[config.mk]
export PLATFORM = sky130hd
export DESIGN_NAME = r4mdc_input_commutator
export DESIGN_NICKNAME = d
export VERILOG_FILES = /design/src/rtl/r4mdc_pkg.sv /design/src/rtl/r4mdc_lane_buf.sv /design/src/rtl/r4mdc_input_commutator.sv
export SDC_FILE = /design/constraint.sdc
export NUM_CORES = 1
export LEC_CHECK = 0
export ABC_CLOCK_PERIOD_IN_PS = 7700
export CORE_ASPECT_RATIO = 1.2
export CORE_MARGIN = 2
export CORE_UTILIZATION = 60
export CTS_CLUSTER_SIZE = 40
export DETAILED_ROUTE_END_ITERATION = 7
export PLACE_DENSITY = 0.86
export SLEW_MARGIN = 20
export SYNTH_ARGS = -nofsm -noshare
export SYNTH_HDL_FRONTEND = slang
export SYNTH_HIERARCHICAL = 1
export SYNTH_SLANG_ARGS = --single-unit
[constraint.sdc]
create_clock -name clk -period 7.7 [get_ports clk]
set_clock_uncertainty 0.2 [all_clocks]
set_input_delay 1.925 -clock clk [delete_from_list [all_inputs] [get_ports clk]]
set_output_delay 1.925 -clock clk [all_outputs]
set_load 0.005 [all_outputs]
[src/rtl/r4mdc_pkg.sv]
// Shared definitions for the R4MDC input commutator.
//   WL_DEFAULT : default real/imag component width
//   NLANES     : number of parallel output lanes (radix 4)
//   clog2      : ceiling log2, usable in parameter expressions
//   idx_width  : width of the frame sample index for a given segment depth
package r4mdc_pkg;

  localparam int WL_DEFAULT = 16;
  localparam int NLANES     = 4;

  function automatic int clog2(input int value);
    int r;
    int v;
    r = 0;
    v = value - 1;
    while (v > 0) begin
      r = r + 1;
      v = v >> 1;
    end
    return r;
  endfunction

  // Index spans one whole frame (NLANES*depth samples); never narrower than
  // the 2-bit segment field it carries in its top bits.
  function automatic int idx_width(input int depth);
    int w;
    w = clog2(NLANES * depth);
    return (w < 2) ? 2 : w;
  endfunction

endpackage

[src/rtl/r4mdc_lane_buf.sv]
// Segment buffer for one commutator lane: DEPTH entries of packed {re, im}.
// Synchronous write, asynchronous read. Contents are not reset.
//   i_clk   : clock
//   i_we    : write enable
//   i_waddr : write address (sample position within the segment)
//   i_wdata : write data {re, im}
//   i_raddr : read address
//   o_rdata : read data {re, im}
module r4mdc_lane_buf #(
  parameter int WL    = 16,
  parameter int DEPTH = 4,
  parameter int AW    = 2
) (
  input  logic            i_clk,
  input  logic            i_we,
  input  logic [AW-1:0]   i_waddr,
  input  logic [2*WL-1:0] i_wdata,
  input  logic [AW-1:0]   i_raddr,
  output logic [2*WL-1:0] o_rdata
);

  if (DEPTH > 1) begin : g_array
    logic [2*WL-1:0] r_mem [DEPTH];

    always_ff @(posedge i_clk) begin
      if (i_we) r_mem[i_waddr] <= i_wdata;
    end

    assign o_rdata = r_mem[i_raddr];
  end else begin : g_single
    // A one-entry segment needs no addressing at all.
    logic [2*WL-1:0] r_word;
    logic            w_unused_addr;

    always_ff @(posedge i_clk) begin
      if (i_we) r_word <= i_wdata;
    end

    assign o_rdata       = r_word;
    assign w_unused_addr = ^{i_waddr, i_raddr};
  end

endmodule

[src/rtl/r4mdc_input_commutator.sv]
// Radix-4 MDC input commutator. Converts one serial complex stream into four
// time-aligned lanes: lane k carries sample k*DEPTH + p of each frame.
// Segments 0..2 are parked in lane buffers; each segment-3 sample releases a
// registered quadruple one clock later.
//   clk, rst            : clock, async active-high reset
//   in_r, in_i          : serial input sample (re, im)
//   in_valid            : sample accepted on this edge
//   flush               : synchronous frame abort (drops the sample on this edge)
//   out0..3_r/_i        : lane outputs, hold value between quadruples
//   out_valid           : aligned quadruple present
//   frame_start         : first quadruple of a frame (p = 0)
//   seg                 : segment of the next sample to be accepted
module r4mdc_input_commutator
  import r4mdc_pkg::*;
#(
  parameter int WL    = WL_DEFAULT,
  parameter int DEPTH = 4
) (
  input  logic          clk,
  input  logic          rst,
  input  logic [WL-1:0] in_r,
  input  logic [WL-1:0] in_i,
  input  logic          in_valid,
  input  logic          flush,
  output logic [WL-1:0] out0_r,
  output logic [WL-1:0] out0_i,
  output logic [WL-1:0] out1_r,
  output logic [WL-1:0] out1_i,
  output logic [WL-1:0] out2_r,
  output logic [WL-1:0] out2_i,
  output logic [WL-1:0] out3_r,
  output logic [WL-1:0] out3_i,
  output logic          out_valid,
  output logic          frame_start,
  output logic [1:0]    seg
);

  localparam int IW = idx_width(DEPTH);
  localparam int AW = (DEPTH > 1) ? clog2(DEPTH) : 1;
  localparam logic [IW-1:0] IDX_LAST = IW'(NLANES * DEPTH - 1);

  logic [IW-1:0]   r_idx;
  logic [1:0]      w_seg;
  logic [AW-1:0]   w_p;
  logic            w_accept;
  logic            w_emit;
  logic [2*WL-1:0] w_rd [NLANES-1];

  logic [WL-1:0]   r_out0_r, r_out0_i, r_out1_r, r_out1_i;
  logic [WL-1:0]   r_out2_r, r_out2_i, r_out3_r, r_out3_i;
  logic            r_out_valid;
  logic            r_frame_start;

  // DEPTH is a power of two, so seg is the top two index bits and p the rest.
  assign w_seg = r_idx[IW-1 -: 2];

  if (DEPTH > 1) begin : g_p
    assign w_p = r_idx[AW-1:0];
  end else begin : g_p1
    assign w_p = '0;
  end

  assign w_accept = in_valid & ~flush;
  assign w_emit   = w_accept & (w_seg == 2'd3);

  for (genvar k = 0; k < NLANES - 1; k++) begin : g_lane
    logic w_we;
    assign w_we = w_accept & (w_seg == 2'(k));

    r4mdc_lane_buf #(
      .WL    (WL),
      .DEPTH (DEPTH),
      .AW    (AW)
    ) u_buf (
      .i_clk   (clk),
      .i_we    (w_we),
      .i_waddr (w_p),
      .i_wdata ({in_r, in_i}),
      .i_raddr (w_p),
      .o_rdata (w_rd[k])
    );
  end

  always_ff @(posedge clk or posedge rst) begin
    if (rst) begin
      r_idx <= '0;
    end else if (flush) begin
      r_idx <= '0;
    end else if (in_valid) begin
      r_idx <= (r_idx == IDX_LAST) ? '0 : r_idx + 1'b1;
    end
  end

  // Data registers load only on a quadruple and otherwise hold.
  always_ff @(posedge clk or posedge rst) begin
    if (rst) begin
      r_out0_r      <= '0;
      r_out0_i      <= '0;
      r_out1_r      <= '0;
      r_out1_i      <= '0;
      r_out2_r      <= '0;
      r_out2_i      <= '0;
      r_out3_r      <= '0;
      r_out3_i      <= '0;
      r_out_valid   <= 1'b0;
      r_frame_start <= 1'b0;
    end else begin
      r_out_valid   <= w_emit;
      r_frame_start <= w_emit & (w_p == '0);
      if (w_emit) begin
        {r_out0_r, r_out0_i} <= w_rd[0];
        {r_out1_r, r_out1_i} <= w_rd[1];
        {r_out2_r, r_out2_i} <= w_rd[2];
        r_out3_r             <= in_r;
        r_out3_i             <= in_i;
      end
    end
  end

  assign out0_r      = r_out0_r;
  assign out0_i      = r_out0_i;
  assign out1_r      = r_out1_r;
  assign out1_i      = r_out1_i;
  assign out2_r      = r_out2_r;
  assign out2_i      = r_out2_i;
  assign out3_r      = r_out3_r;
  assign out3_i      = r_out3_i;
  assign out_valid   = r_out_valid;
  assign frame_start = r_frame_start;
  assign seg         = w_seg;

endmodule
==> flow_metrics.env <==
export IMPL_synth_top_cell_area_share_pct=58.6
export IMPL_synth_seq_cells=518
export IMPL_gr_total_overflow=0
export IMPL_final_area_um2=23000
export IMPL_wl_um=41200
export IMPL_cts_buffer_depth=3
export IMPL_area_delta_synth_final_pct=17.0
export IMPL_fmax_mhz=239
export IMPL_final_cell_mix="edfxtp_1 (384), clkdlybuf4s50_1 (167), dfrtp_1 (132)"
export IMPL_syn_area_per_cell_um2=24.1
export IMPL_cts_root_buf="clkbuf_16"
export IMPL_cts_buffers=46
export IMPL_status="completed"
export IMPL_drv_slew=0
export IMPL_place_area_um2=21500
export IMPL_fin_util_pct=71.4
export IMPL_rsz0062_at_grt="no"
export IMPL_hold_buffers=0
export IMPL_first_pass_iters=5
export IMPL_drt_iter0_markers=811
export IMPL_synthArstFlopShare_pct=25.9
export IMPL_drc=0
export IMPL_synth_nets=856
export IMPL_htreeDepth=2
export IMPL_cts_resized=0
export IMPL_num_fill_cells=1818
export IMPL_antenna_found_initial=2
export IMPL_clkTransAtPathRegs_ps=70
export IMPL_yosysTopAreaCell="edfxtp_1"
export IMPL_multi_input_area_um2=4290
export IMPL_synth_edff_count=384
export IMPL_tightest_slew_ps=1120
export IMPL_end_kind="flop"
export IMPL_place_congestion=0.727
export IMPL_clk_latency_ps=570
export IMPL_drv_cap=0
export IMPL_num_io_pins=168
export IMPL_vias_per_cell=6.20
export IMPL_cp_data_arrival_time_ps=4440
export IMPL_critPathMaxStageDelay_ps=630
export IMPL_clkSinkCount=518
export IMPL_ys_seq_area_share_pct=75.6
export IMPL_io_buffer_count=167
export IMPL_syn_area_um2=19700
export IMPL_core_area_um2=32300
export IMPL_nNetsFinal=1042
export IMPL_power_leakage_nw=8.20
export IMPL_netlist_instances=818
export IMPL_yosysWarningCount=6
export IMPL_min_period_ps=4190
export IMPL_p_per_area_nw_per_um2=246
export IMPL_worstSetupPathType="in -> reg"
export IMPL_setup_viol=0
export IMPL_cpLargestDelayFamily="buffers and inverters"
export IMPL_drt_wirelength_per_cell_um=28.5
export IMPL_crit_path_max_fanout=97
export IMPL_cts_tree="built"
export IMPL_die_h_um=202
export IMPL_floorplan_initialDensity_pct=61.0
export IMPL_grt_max_degree=98
export IMPL_fp_dieW_um=169
export IMPL_slew_limit_headroom_pct=25.2
export IMPL_peakVddDrop_v=0.000159
export IMPL_placedCellCount=1363
export IMPL_period_share_pct=54.4
export IMPL_layout_drive_gt1_share_pct=29.9
export IMPL_final_antenna_net_count=0
export IMPL_layout_commonest_cell="edfxtp_1"
export IMPL_track_usage_pct=25.0
export IMPL_synth_ff_type="edfxtp_1"
export IMPL_num_vias=8985
export IMPL_antennaDiodeCount=0
export IMPL_fin_cells=1449
export IMPL_ys_types=29
export IMPL_hold_violations=0
export IMPL_fp_dieArea_um2=34300
export IMPL_startpoint_type="input port"
export IMPL_grt_pass1_vias=9728
export IMPL_hpwl_um=22100
export IMPL_slowest_stage="buf_12"
export IMPL_post_cts_buffers=0
export IMPL_required_ps=7950
export IMPL_grt_pass1_wl_um=62600
export IMPL_path_cells="clkdlybuf4s50_1, nand2b_4, nor2_8, buf_12, mux2_2"
export IMPL_synthTopCellsByArea="edfxtp_1 (59%), dfrtp_1 (17%), mux4_2 (10%)"
export IMPL_crit_buf_inv=2
export IMPL_fin_setup_tns_ps=0
export IMPL_regArea_um2=14900
export IMPL_min_path_type="reg -> reg"
export IMPL_row_count=72
worst register-to-register path: cells and delay by family, from the launching register on:
family	cells	cell delay, ps
buf+inv	1	960
flops	1	760
simple gates	1	1110
final timing paths:
| check | from | end | slack, ps | depth (start not counted) |
|---|---|---|---|---|
| worst max-delay path | in_valid | out3_i[13]$_DFFE_PP0P_ | 3510 | 5 |
| worst min-delay path | out3_r[4]$_DFFE_PP0P_ | out3_r[4]$_DFFE_PP0P_ | 310 | 1 |
| worst max register to register | r_idx[1]$_DFFE_PP0P_ | g_lane[0].u_buf/g_array.r_mem[2][27]$_DFFE_PP_ | 4270 | 2 |
| worst min register to register | out3_r[4]$_DFFE_PP0P_ | out3_r[4]$_DFFE_PP0P_ | 310 | 1 |
| max in group asynchronous | rst | out0_r[13]$_DFFE_PP0P_ | 4320 | 3 |
| min in group asynchronous | rst | r_idx[0]$_DFFE_PP0P_ | 1630 | 2 |
report_power, final:
part	switching (mW)	leakage, nW	internal [mW]	total, mW
combinational	0.120	2.11	0.104	0.224
clock	0.992	0.778	1.40	2.39
sequential	0.0225	5.31	3.03	3.05
total	1.13	8.20	4.53	5.66
cell type report:
| cell class | instances | area share, % |
|---|---|---|
| repair buffers | 176 | 7.61 |
| multi-input cells | 259 | 18.6 |
| clock buffers | 60 | 5.68 |
| well taps | 407 | 2.21 |
| inverters | 3 | 0.0706 |
| clock inverters | 26 | 1.16 |
| flip-flops and latches | 518 | 64.7 |
cells by family after synthesis:
| kind of cell | after synthesis | synth area share, % |
|---|---|---|
| AO/OA/AOI/OAI | 4 | 0.102 |
| XOR/XNOR | 1 | 0.0445 |
| adder cells (fa/ha/maj) | 2 | 0.127 |
| buffers and inverters | 41 | 2.71 |
| flip-flops | 518 | 75.6 |
| multiplexers | 225 | 20.4 |
| AND/OR/NAND/NOR | 27 | 0.998 |
sequential cells by signal, summed over array words and instances (netlist names):
| signal | count |
|---|---|
| frame_start | 1 |
| out2_r | 16 |
| out3_r | 16 |
| out2_i | 16 |
| g_lane.u_buf/g_array.r_mem | 384 |
| out_valid | 1 |
| out1_i | 16 |
| out3_i | 16 |
| out0_i | 16 |
| out0_r | 16 |
| r_idx | 4 |
| out1_r | 16 |
metrics by stage:
| step | power, mW | hold WS (ps) | worst slack (ps) |
|---|---|---|---|
| 5_1_grt | 5.81 | 327 | 3410 |
| 3_3_place_gp | 3.32 | 292 | 2990 |
| 2_1_floorplan | 3.24 | 305 | 1990 |
| 6_report | 5.66 | 310 | 3510 |
| 3_5_place_dp | 3.33 | 291 | 2960 |
| 4_1_cts | 5.70 | 315 | 3510 |
per-layer routing:
metal / part of all wire (%) / wire length [um] / up-vias / global-route usage [%]
met2: 52 / 21300 / 420 / 41.7
met3: 6.6 / 2720 / 91 / 4.29
met1: 39 / 15900 / 4783 / 34.1
met5: 0.073 / 30 / - / 0
met4: 3.1 / 1280 / 4 / 8.61
li1: - / - / 3687 / -
synth_stat cells, types with 2 or more instances:
cell type  count
buf_2          9
dfrtp_1      134
inv_1          3
nor2_1         2
edfxtp_1     384
mux2_2        28
nor3b_1        5
a21oi_1        3
buf_4          5
nand2_1        3
mux4_2        90
ha_1           2
mux4_1         6
and3b_1        6
nand3_1        2
mux2_4       100
buf_6          3
and3_1         3
buf_12        20
Power figures use the tool's default switching activity.
